## config.mk

```make
export PLATFORM = sky130hd
export DESIGN_NAME = cpu_datapath
export DESIGN_NICKNAME = d
export VERILOG_FILES = /design/src/rtl/cpu_pkg.sv /design/src/rtl/cpu_alu.sv /design/src/rtl/cpu_datapath.sv
export SDC_FILE = /design/constraint.sdc
export NUM_CORES = 1
export LEC_CHECK = 0
export ABC_AREA = 1
export BUFFER_PORTS_ARGS = -buffer_cell sky130_fd_sc_hd__buf_4
export CORE_ASPECT_RATIO = 1.4
export CORE_UTILIZATION = 53
export DETAILED_ROUTE_END_ITERATION = 8
export GPL_TIMING_DRIVEN = 0
export PLACE_DENSITY = 0.8
export SYNTH_ARGS = -nofsm -noshare
export SYNTH_HDL_FRONTEND = slang
export SYNTH_SLANG_ARGS = --single-unit
```

## constraint.sdc

```tcl
create_clock -name clk -period 1.7 [get_ports clk]
set_input_delay 0.34 -clock clk [delete_from_list [all_inputs] [get_ports clk]]
set_output_delay 0.34 -clock clk [all_outputs]
set_load 0.1 [all_outputs]
```

## src/rtl/cpu_pkg.sv

```systemverilog
// Shared types and widths for the accumulator CPU datapath.
// Optional carry flag is enabled by defining CPU_CARRY_EN.
package cpu_pkg;

    localparam int DATA_W  = 8;
    localparam int ADDR_W  = 5;
    localparam int PHASE_W = 3;

    typedef enum logic [2:0] {
        OP_HLT = 3'd0,
        OP_SKZ = 3'd1,
        OP_ADD = 3'd2,
        OP_AND = 3'd3,
        OP_XOR = 3'd4,
        OP_LDA = 3'd5,
        OP_STO = 3'd6,
        OP_JMP = 3'd7
    } opcode_t;

endpackage

```

## src/rtl/cpu_alu.sv

```systemverilog
// Accumulator ALU keyed on the IR opcode.
// Carry is the ADD carry-out and is 0 for every other opcode.
module cpu_alu
    import cpu_pkg::*;
(
    input  opcode_t             opcode,
    input  logic [DATA_W-1:0]   ac,
    input  logic [DATA_W-1:0]   mem_rdata,
    output logic [DATA_W-1:0]   result,
    output logic                carry
);

    // Opcode decode; pass-through opcodes keep AC unchanged.
    always_comb begin
        result = ac;
        carry  = 1'b0;
        case (opcode)
            OP_ADD:  {carry, result} = {1'b0, ac} + {1'b0, mem_rdata};
            OP_AND:  result = ac & mem_rdata;
            OP_XOR:  result = ac ^ mem_rdata;
            OP_LDA:  result = mem_rdata;
            default: result = ac;
        endcase
    end

endmodule

```

## src/rtl/cpu_datapath.sv

```systemverilog
// Accumulator CPU datapath: phase counter, PC, IR, AC and halt flag.
// Define CPU_CARRY_EN to add the registered ADD carry output.
module cpu_datapath
    import cpu_pkg::*;
(
    input  logic                clk,
    input  logic                rst,
    input  logic                sel,
    input  logic                rd,
    input  logic                ld_ir,
    input  logic                inc_pc,
    input  logic                ld_pc,
    input  logic                data_e,
    input  logic                ld_ac,
    input  logic                wr,
    input  logic                halt,
    input  logic [DATA_W-1:0]   mem_rdata,
    output logic [PHASE_W-1:0]  phase,
    output logic [2:0]          opcode,
    output logic                zero,
    output logic [ADDR_W-1:0]   mem_addr,
    output logic                mem_rd,
    output logic                mem_wr,
    output logic [DATA_W-1:0]   mem_wdata,
    output logic                halted
`ifdef CPU_CARRY_EN
    ,
    output logic                carry
`endif
);

    logic [DATA_W-1:0] ir;
    logic [DATA_W-1:0] ac;
    logic [ADDR_W-1:0] pc;
    logic [DATA_W-1:0] alu_res;
    logic              alu_cy;
    opcode_t           op;
    logic              run;

    assign op        = opcode_t'(ir[DATA_W-1:ADDR_W]);
    assign opcode    = ir[DATA_W-1:ADDR_W];
    assign zero      = (ac == '0);
    assign mem_addr  = sel ? pc : ir[ADDR_W-1:0];
    assign mem_rd    = rd;
    assign mem_wr    = wr;
    assign mem_wdata = data_e ? ac : '0;
    assign run       = !halted && !halt;

    cpu_alu u_alu (
        .opcode    (op),
        .ac        (ac),
        .mem_rdata (mem_rdata),
        .result    (alu_res),
        .carry     (alu_cy)
    );

    // Architectural registers; a halt edge freezes everything until reset.
    always_ff @(posedge clk) begin
        if (rst) begin
            phase  <= '0;
            pc     <= '0;
            ir     <= '0;
            ac     <= '0;
            halted <= 1'b0;
        end else if (!halted) begin
            if (halt) begin
                halted <= 1'b1;
            end else begin
                phase <= phase + PHASE_W'(1);
                if (ld_ir) ir <= mem_rdata;
                if (ld_ac) ac <= alu_res;
                if (ld_pc) pc <= ir[ADDR_W-1:0];
                else if (inc_pc) pc <= pc + ADDR_W'(1);
            end
        end
    end

`ifdef CPU_CARRY_EN
    // Carry flag captures the ADD carry-out when AC is loaded.
    always_ff @(posedge clk) begin
        if (rst) begin
            carry <= 1'b0;
        end else if (run && ld_ac && op == OP_ADD) begin
            carry <= alu_cy;
        end
    end
`else
    logic unused_cy;
    assign unused_cy = alu_cy ^ run;
`endif

endmodule

```

=== Word level (Yosys, flattened, before mapping) ===
Index checks and enable logic that the tools add are counted.

* Register bits after elaboration: 25
* Input port bits: 19
* Word-level logic and storage cells: 30

* $add $sub $neg: 3
* Eq/ne operators: 4
* Mux-type cells: 7
* Bitwise logic cells: 4
* Reduce and logical (&&, ||, !) cells: 7

{| class="wikitable"
|+ Operator list
! cell !! count
|-
| $pmux W8 S4 || 1
|-
| $mux W5 || 3
|-
| $add A8 B8 Y8 || 1
|-
| $and A8 B8 Y8 || 1
|-
| $logic_not A8 Y1 || 1
|-
| $mux W8 || 1
|-
| $xor A8 B8 Y8 || 1
|-
| $eq A3 B2 Y1 const B || 2
|-
| $eq A3 B3 Y1 const B || 2
|-
| $reduce_and A3 Y1 || 2
|-
| $add A5 B1 Y5 const B || 1
|-
| $reduce_and A4 Y1 || 1
|-
| $reduce_bool A4 Y1 || 1
|-
| $add A3 B1 Y3 const B || 1
|-
| $mux W1 || 2
|-
| $not A1 Y1 || 2
|-
| $reduce_and A2 Y1 || 1
|-
| $reduce_bool A2 Y1 || 1
|}

=== Longest topological paths before layout ===
Gate-level depths: netlist of the first run.

* Depth in word-level cells: 3
* Gate-level depth with buffers: 13

=== Modules after synthesis ===
A second synthesis of the first run with hierarchy kept.

* Cells, all modules: 307
* Area total of the unflattened synthesis: 1938.1 um^2

{| class="wikitable"
|+ By module, submodules not included
! module !! instances !! cells each !! area each (um^2)
|-
| cpu_datapath || 1 || 172 || 1219.9
|-
| cpu_alu || 1 || 135 || 718.2
|}

=== Least setup slack after synthesis of the first run ===
Ideal clock, no wire load.

* Path kind: input-to-output
* From: input sel
* To: output mem_addr[3]
* Arrival: 2654 ps
* Required time: 1360 ps
* Setup slack: -1294 ps
* Stages: 2
* Path buffers: 1
* Cells stage by stage: clkbuf_1 -> o21ai_0

* Longest elaborated chain between the ends: 1

{| class="wikitable"
|+ RTL lines
! what !! line !! RTL
|-
| start, declared || cpu_datapath.sv:8 || <nowiki>input logic sel,</nowiki>
|-
| $mux W5 || cpu_datapath.sv:43 || <nowiki>assign mem_addr = sel ? pc : ir[ADDR_W-1:0];</nowiki>
|-
| end, declared || cpu_datapath.sv:21 || <nowiki>output logic [ADDR_W-1:0] mem_addr,</nowiki>
|}

No other way between the ends.

=== Worst setup path in the final report of the first run ===
* From: register ac[7]
* To: output zero

* Longest elaborated chain between the ends: 1

{| class="wikitable"
|+ RTL lines
! what !! line !! RTL
|-
| start, declared || cpu_datapath.sv:33 || <nowiki>logic [DATA_W-1:0] ac;</nowiki>
|-
| start signal, assigned || cpu_datapath.sv:71 || <nowiki>if (ld_ac) ac <= alu_res;</nowiki>
|-
| $logic_not A8 Y1 || cpu_datapath.sv:42 || <nowiki>assign zero = (ac == '0);</nowiki>
|-
| end, declared || cpu_datapath.sv:20 || <nowiki>output logic zero,</nowiki>
|}

No other way between the ends.

==> qor.txt, run 1 <==
io pins = 42
static leakage = 0.001164 uW
crit end category = primary output
drt via density = 5.206
Synth Net Count = 310
vias post-DR = 1874
ant diodes = 0
vias in the first global route = 1656
Worst Slack Setup Final = 0.02109 ns
crit path time final = 1.679 ns
Data arrival, critical path = 1.34 ns
Die W = 50.54 um
Chip Height = 69.95 um
Post-synth ARST share = 0%
largest area contributor in the netlist = dfxtp_1
Max-Cap Viols = 0
Total Wirelength = 4.359 mm
DRC viols = 0
crit start category = flop
Total Power = 1602 uW
Max Transition Viols Final = 0
Worst-Margin Slew = 0.5714 ns
Critical Path RT = 1.36 ns
area overhead of the layout relative to synthesis = 27.56%
Buffers on Ports = 37
Final ANT Viol Nets = 0
Total GRT Usage = 25.55%
Synth cell types = 29
top cell type's share of synthesized area = 28.63%
Worst Clk Skew = 0.001708 ns
pre-CTS WS = -0.09492 ns
Cell Pwr Density = 718.5 mW/mm^2
TritonCTS Buffers = 3
full die area = 0.003535 mm^2
synth warn = 0
synth top area cells = dfxtp_1 (29%), nand2_1 (14%), inv_1 (11%), a21oi_1 (8.0%), ha_1 (7.2%)
Longest Clk Path Bufs = 2
Max-slew headroom = 61.77%
top cells by count, synth = nand2_1 (63), inv_1 (49), nor2_1 (30)
f_max = 595.6 MHz
wire per inst = 12.11 um
initial antenna violation count = 0
unrepaired setup endpoints after global routing = true
first-pass GRT wire length = 7.024 mm
Remaining Overflow, GRT = 0
maximum VDD drop = 0.5128 mV
CTS tree = yes
clock root buffer = clkbuf_8
RePlAce Congestion = 0.9411
clk sinks = 25
dominant cell by count in the synthesized netlist = nand2_1
clock latency on the worst-skew pair = 0.27 ns
post-synthesis cell count = 280
netlist area before placement = 0.001748 mm^2
CTS H-tree lvls = 1
CP Class = reg2out
final setup vio count = 0
drt initial violations = 36
Starting Density = 55.97%
Top FF cell, synth = dfxtp_1
Post-synth EDFFs = 0
Std-Cell Rows = 24
core area = 0.003123 mm^2
# nets final = 352
internal reg-to-reg setup slack = 0.09 ns
share of cells above drive strength 1 = 21.50%
Worst-path clk slew = 0.08 ns
post-DP HPWL = 3.338 mm
largest net degree at the start of global routing = 14
status = finished clean
Setup TNS = 0 ns
Detailed Routing Iterations Pass 1 = 6
register area share after synthesis = 28.63%
Final period util = 98.76%
final hold vios = 0
Setup Fix Bufs, Post-CTS = 0
Max FO, Critical Path = 4
post-synthesis area per instance = 6.243 um^2
Hold WC Path Type = in2reg
Seq cells post-synth = 25
-- cell families after synthesis --
kind of cell    synth area share [%]
fa+ha+maj                      8.304
xor+xnor                       1.002
compound gates                 18.97
flops                          28.63
simple gates                   28.28
buf+inv                        14.82
-- final cells by class --
| cell class | count | area [um^2] |
|---|---|---|
| inverters | 50 | 187.7 |
| plain buffers | 12 | 72.57 |
| repair buffers | 37 | 290.3 |
| clock buffers | 4 | 45.04 |
| multi-input cells | 193 | 1077 |
| flip-flops and latches | 25 | 508.0 |
| well taps | 39 | 48.80 |
| fillers | 292 | 893.4 |
-- sequential cells by signal (all words and copies together) (netlist names) --
name    count
ac          8
halted      1
ir          8
pc          5
phase       3
-- metrics by stage --
step	util (%)	hold WS [ns]	area [um^2]	cells
after global routing	71.39	0.3894	2230	360
after floorplan	-	0.4586	1799	280
after CTS	70.67	0.3327	2207	360
final	71.39	0.3287	2230	360
after global placement	68.07	0.4745	2126	356
after detailed placement	68.07	0.4842	2126	356
-- worst max-delay path, stage by stage (launching register included) --
cell	delay, ns
dfxtp_2	0.36
nor4_4	0.30
nand2_1	0.13
nor2_4	0.11
buf_12	0.18
-- worst paths after layout --
| path | start | to | cells after the start |
|---|---|---|---|
| setup reg to reg | ac[0] | ac[4] | 13 |
| hold reg to reg | pc[3] | pc[3] | 2 |
| setup / recovery | ac[7] | zero | 4 |
| hold / removal | halt | halted | 3 |
-- power by group --
group,switching (uW),internal [uW],leakage [uW]
clock,184,168,0.0000228
sequential,29.6,618,0.000206
combinational,427,176,0.000935
total,640,962,0.00116
-- cell usage in the layout, fill, tap and decap left out --
master | synthesis | layout
inv_1 | 49 | 49
nor2_4 | 1 | 2
a21oi_1 | 28 | 25
a211oi_1 | 4 | 4
buf_4 | 5 | 41
a21oi_4 | 0 | 3
and3_1 | 1 | 1
clkbuf_8 | 0 | 3
buf_6 | 1 | 1
nand3_1 | 15 | 14
xor2_1 | 2 | 2
ha_4 | 0 | 1
o21ai_0 | 25 | 23
dfxtp_2 | 0 | 3
nand4_1 | 1 | 1
o21a_1 | 1 | 1
inv_2 | 1 | 1
nor3_1 | 2 | 2
nor2_2 | 2 | 2
nand2_2 | 0 | 2
nand2_1 | 63 | 61
nor2_1 | 30 | 29
dfxtp_4 | 0 | 1
ha_1 | 10 | 9
a31oi_1 | 1 | 1
clkbuf_1 | 5 | 5
o21bai_1 | 1 | 1
nor4_4 | 0 | 1
fa_2 | 0 | 1
nand3b_1 | 1 | 1
nand3_2 | 1 | 2
o21ai_2 | 1 | 3
o22ai_1 | 1 | 1
clkbuf_2 | 0 | 1
dfxtp_1 | 25 | 21
buf_1 | 1 | 1
buf_12 | 0 | 1
-- layer usage --
layer | part of all wire (%) | track usage (%)
met4 | 1.2 | 9.568
met3 | 4.3 | 2.179
met5 | 0 | 0
met2 | 55 | 48.00
met1 | 40 | 28.63
-- what timing repair did --
item / 4_1_cts / 5_1_grt
endpoints found under the hold margin: 0 / 0
resized for setup: 10 / 5
hold buffers: 0 / 0
pin swaps: 2 / 0
setup endpoints to repair: 3 / 3
No activity file was read; power rests on OpenSTA's default activity.
==> run 2, diff against run 1 <==
--- a/config.mk
+++ b/config.mk
@@ -12,6 +12,7 @@
 export DETAILED_ROUTE_END_ITERATION = 8
 export GPL_TIMING_DRIVEN = 0
 export PLACE_DENSITY = 0.8
+export REMOVE_ABC_BUFFERS = 1
 export SYNTH_ARGS = -nofsm -noshare
 export SYNTH_HDL_FRONTEND = slang
 export SYNTH_SLANG_ARGS = --single-unit
==> run 2 against run 1 <==
The run now ends with negative setup slack left; clock power grew 3%; cell count shrank 3.3%; hold slack lost 0.0084 ns; via count down 1.7%; first-iteration DRC count up 56%; register-to-register slack lost 0.02 ns; sequential share of layout area up 1.5 points; critical endpoint unchanged; highest routed layer unchanged.
==> qor.txt, run 2 (synthesis gave the netlist of run 1 again) <==
Hold WC Path Type = in2reg (unchanged)
Chip Height = 69.95 um (unchanged)
ant diodes = 0 (unchanged)
hold endpoint = pc[3] (was halted)
hold depth = 2 (was 3)
RR Endpoint = ac[6] (was ac[4])
initial antenna violation count = 0 (unchanged)
worst path bufs/invs = 1 (unchanged)
placed instance count = 344 (was 356)
Cell Pwr Density = 736.9 mW/mm^2 (was 718.5 mW/mm^2)
Multi-input gate area = 0.001015 mm^2 (was 0.001077 mm^2)
CTS tree = yes (unchanged)
Worst-Margin Slew = 0.6065 ns (was 0.5714 ns)
post-DP HPWL = 3.142 mm (was 3.338 mm)
wire per inst = 12.16 um (was 12.11 um)
Worst R2R Path Depth = 10 (was 13)
Crit-path slowest cell = dfxtp_1 (was dfxtp_2)
core area = 0.003123 mm^2 (unchanged)
clock root buffer = clkbuf_8 (unchanged)
largest net degree at the start of global routing = 16 (was 14)
Reg power frac = 42.0% (was 40.4%)
Total Wirelength = 4.231 mm (was 4.359 mm)
Top Registers = ac x8, ir x8, pc x5 (unchanged)
maximum VDD drop = 0.5118 mV (was 0.5128 mV)
Starting Density = 55.97% (unchanged)
Max FO, Critical Path = 5 (was 4)
Worst-path clk slew = 0.09 ns (was 0.08 ns)
f_max = 585.5 MHz (was 595.6 MHz)
Final Util = 66.79% (was 71.39%)
sw power = 608.3 uW (was 640.3 uW)
final hold vios = 0 (unchanged)
Sequential Area = 505.5 um^2 (was 508.0 um^2)
Max Transition Viols Final = 0 (unchanged)
hold_sp = rst (was halt)
slowest stage delay, CP = 0.37 ns (was 0.36 ns)
Std-Cell Rows = 24 (unchanged)
Setup Fix Bufs, Post-CTS = 0 (unchanged)
Detailed Routing Iterations Pass 1 = 4 (was 6)
Cell Int Power = 928.7 uW (was 961.6 uW)
drt initial violations = 56 (was 36)
crit path time final = 1.708 ns (was 1.679 ns)
full die area = 0.003535 mm^2 (unchanged)
final setup vio count = 1 (was 0)
Max-Cap Viols = 0 (unchanged)
failing checks = negative setup slack
# nets final = 340 (was 352)
static leakage = 0.001101 uW (was 0.001164 uW)
CTS H-tree lvls = 1 (unchanged)
drt via density = 5.293 (was 5.206)
vias in the first global route = 1632 (was 1656)
share of cells above drive strength 1 = 17.80% (was 21.50%)
first-pass GRT wire length = 6.934 mm (was 7.024 mm)
most frequent cells in the layout = nand2_1 (61), inv_1 (47), buf_4 (36), nor2_1 (30), a21oi_1 (28) (was nand2_1 (61), inv_1 (49), buf_4 (41), nor2_1 (29), a21oi_1 (25))
clk sinks = 25 (unchanged)
status = finished, violations left (was finished clean)
Sw Ratio = 39.58% (was 39.97%)
crit start category = flop (unchanged)
Final ANT Viol Nets = 0 (unchanged)
crit end category = primary output (unchanged)
clock network power share = 23.5% (was 22.0%)
vias post-DR = 1842 (was 1874)
internal reg-to-reg setup slack = 0.07 ns (was 0.09 ns)
Final period util = 100.5% (was 98.76%)
fin cells = 348 (was 360)
Buffers on Ports = 37 (unchanged)
delay-heaviest family, CP = simple AND/OR/NAND/NOR gates (unchanged)
CP Class = reg2out (unchanged)
clock latency on the worst-skew pair = 0.27 ns (about the same)
Critical Path RT = 1.36 ns (about the same)
Total GRT Usage = 25.28% (was 25.55%)
crit-path cells = nor3_1 -> nand2_1 -> nor2_1 -> buf_6 (was nor4_4 -> nand2_1 -> nor2_4 -> buf_12)
RePlAce Congestion = 0.9000 (was 0.9411)
io pins = 42 (unchanged)
Max-slew headroom = 59.42% (was 61.77%)
Die W = 50.54 um (unchanged)
commonest non-fill, non-tap cell in the layout = nand2_1 (unchanged)
unrepaired setup endpoints after global routing = true (unchanged)
TritonCTS Buffers = 3 (unchanged)
Total Power = 1537 uW (was 1602 uW)
area overhead of the layout relative to synthesis = 19.33% (was 27.56%)
Fillers = 316 (was 292)
DRC viols = 0 (unchanged)
Remaining Overflow, GRT = 0 (unchanged)
Worst Slack Setup Final = -0.007986 ns (was 0.02109 ns)
Longest Clk Path Bufs = 2 (unchanged)
reg-to-reg startpoint = ac[0] (unchanged)
Worst Clk Skew = 0.003551 ns (was 0.001708 ns)
Comb pwr share = 34.5% (was 37.6%)
Data arrival, critical path = 1.37 ns (was 1.34 ns)
[run 2: cell count changes in the layout (fill, tap and decap cells not counted), sizes merged]
cell | before | now
buf | 44 | 37
clkbuf | 9 | 4
[run 2: layer usage]
layer  vias to the layer above  wire length [um]  global-route usage, %
met5                         -                 0                      0
met1                       840              1746                  27.54
met4                         0                81                  10.80
met3                         7               176                  2.179
li1                        947                 -                      -
met2                        48              2226                  47.70
[run 2: per-stage QoR]
step           hold WS [ns]   TNS (ns)  setup WS [ns]  cell area [um^2]
2_1_floorplan        0.4091     -5.759         -1.093              1677
3_3_place_gp         0.4711    -0.1052       -0.05467              2003
3_5_place_dp         0.4749    -0.2294        -0.1279              2003
4_1_cts              0.3131  -0.002542      -0.002542              2063
5_1_grt              0.3361   -0.09854       -0.05004              2086
6_report             0.3202  -0.007986      -0.007986              2086
[run 2: worst register-to-register path, delay by kind of cell (launching register included)]
kind / cells / cell delay, ns
fa+ha+maj: 2 / 0.52
simple gates: 5 / 0.44
flops: 1 / 0.38
compound gates: 1 / 0.14
buf+inv: 2 / 0.11
[run 2: worst max-delay path by stage]
stage	startpoint	end	slack, ns	cells past startpoint
global placement	mem_rdata[0]	ac[4]	-0.05	14
global route	ac[1]	zero	-0.05	4
CTS	ac[1]	zero	-0.003	4
floorplan	sel	mem_addr[3]	-1.09	1
finish	ac[1]	zero	-0.008	4
detailed placement	mem_rdata[0]	ac[6]	-0.13	11
[run 2: timing repair]
| action | in CTS | in global routing |
|---|---|---|
| pin swaps | 1 | 1 |
| hold buffers | 0 | 0 |
| gates resized for setup | 5 | 8 |
| endpoints found under the setup margin | 3 | 3 |
[run 2: layout make-up]
type,instances,area share [%]
Inverter,50,9.118
Timing Repair Buffer,37,13.50
Tap cell,39,2.340
Clock buffer,4,2.160
Sequential cell,25,24.24
Multi-Input combinational cell,193,48.65
[run 2: power by group through the flow]
stage / registers [uW] / logic (uW) / clock network (uW)
after floorplan: 730 / 308 / 0
after global placement: 658 / 513 / 0
after detailed placement: 659 / 518 / 0
after CTS: 646 / 526 / 374
after global routing: 650 / 573 / 385
final: 646 / 530 / 361
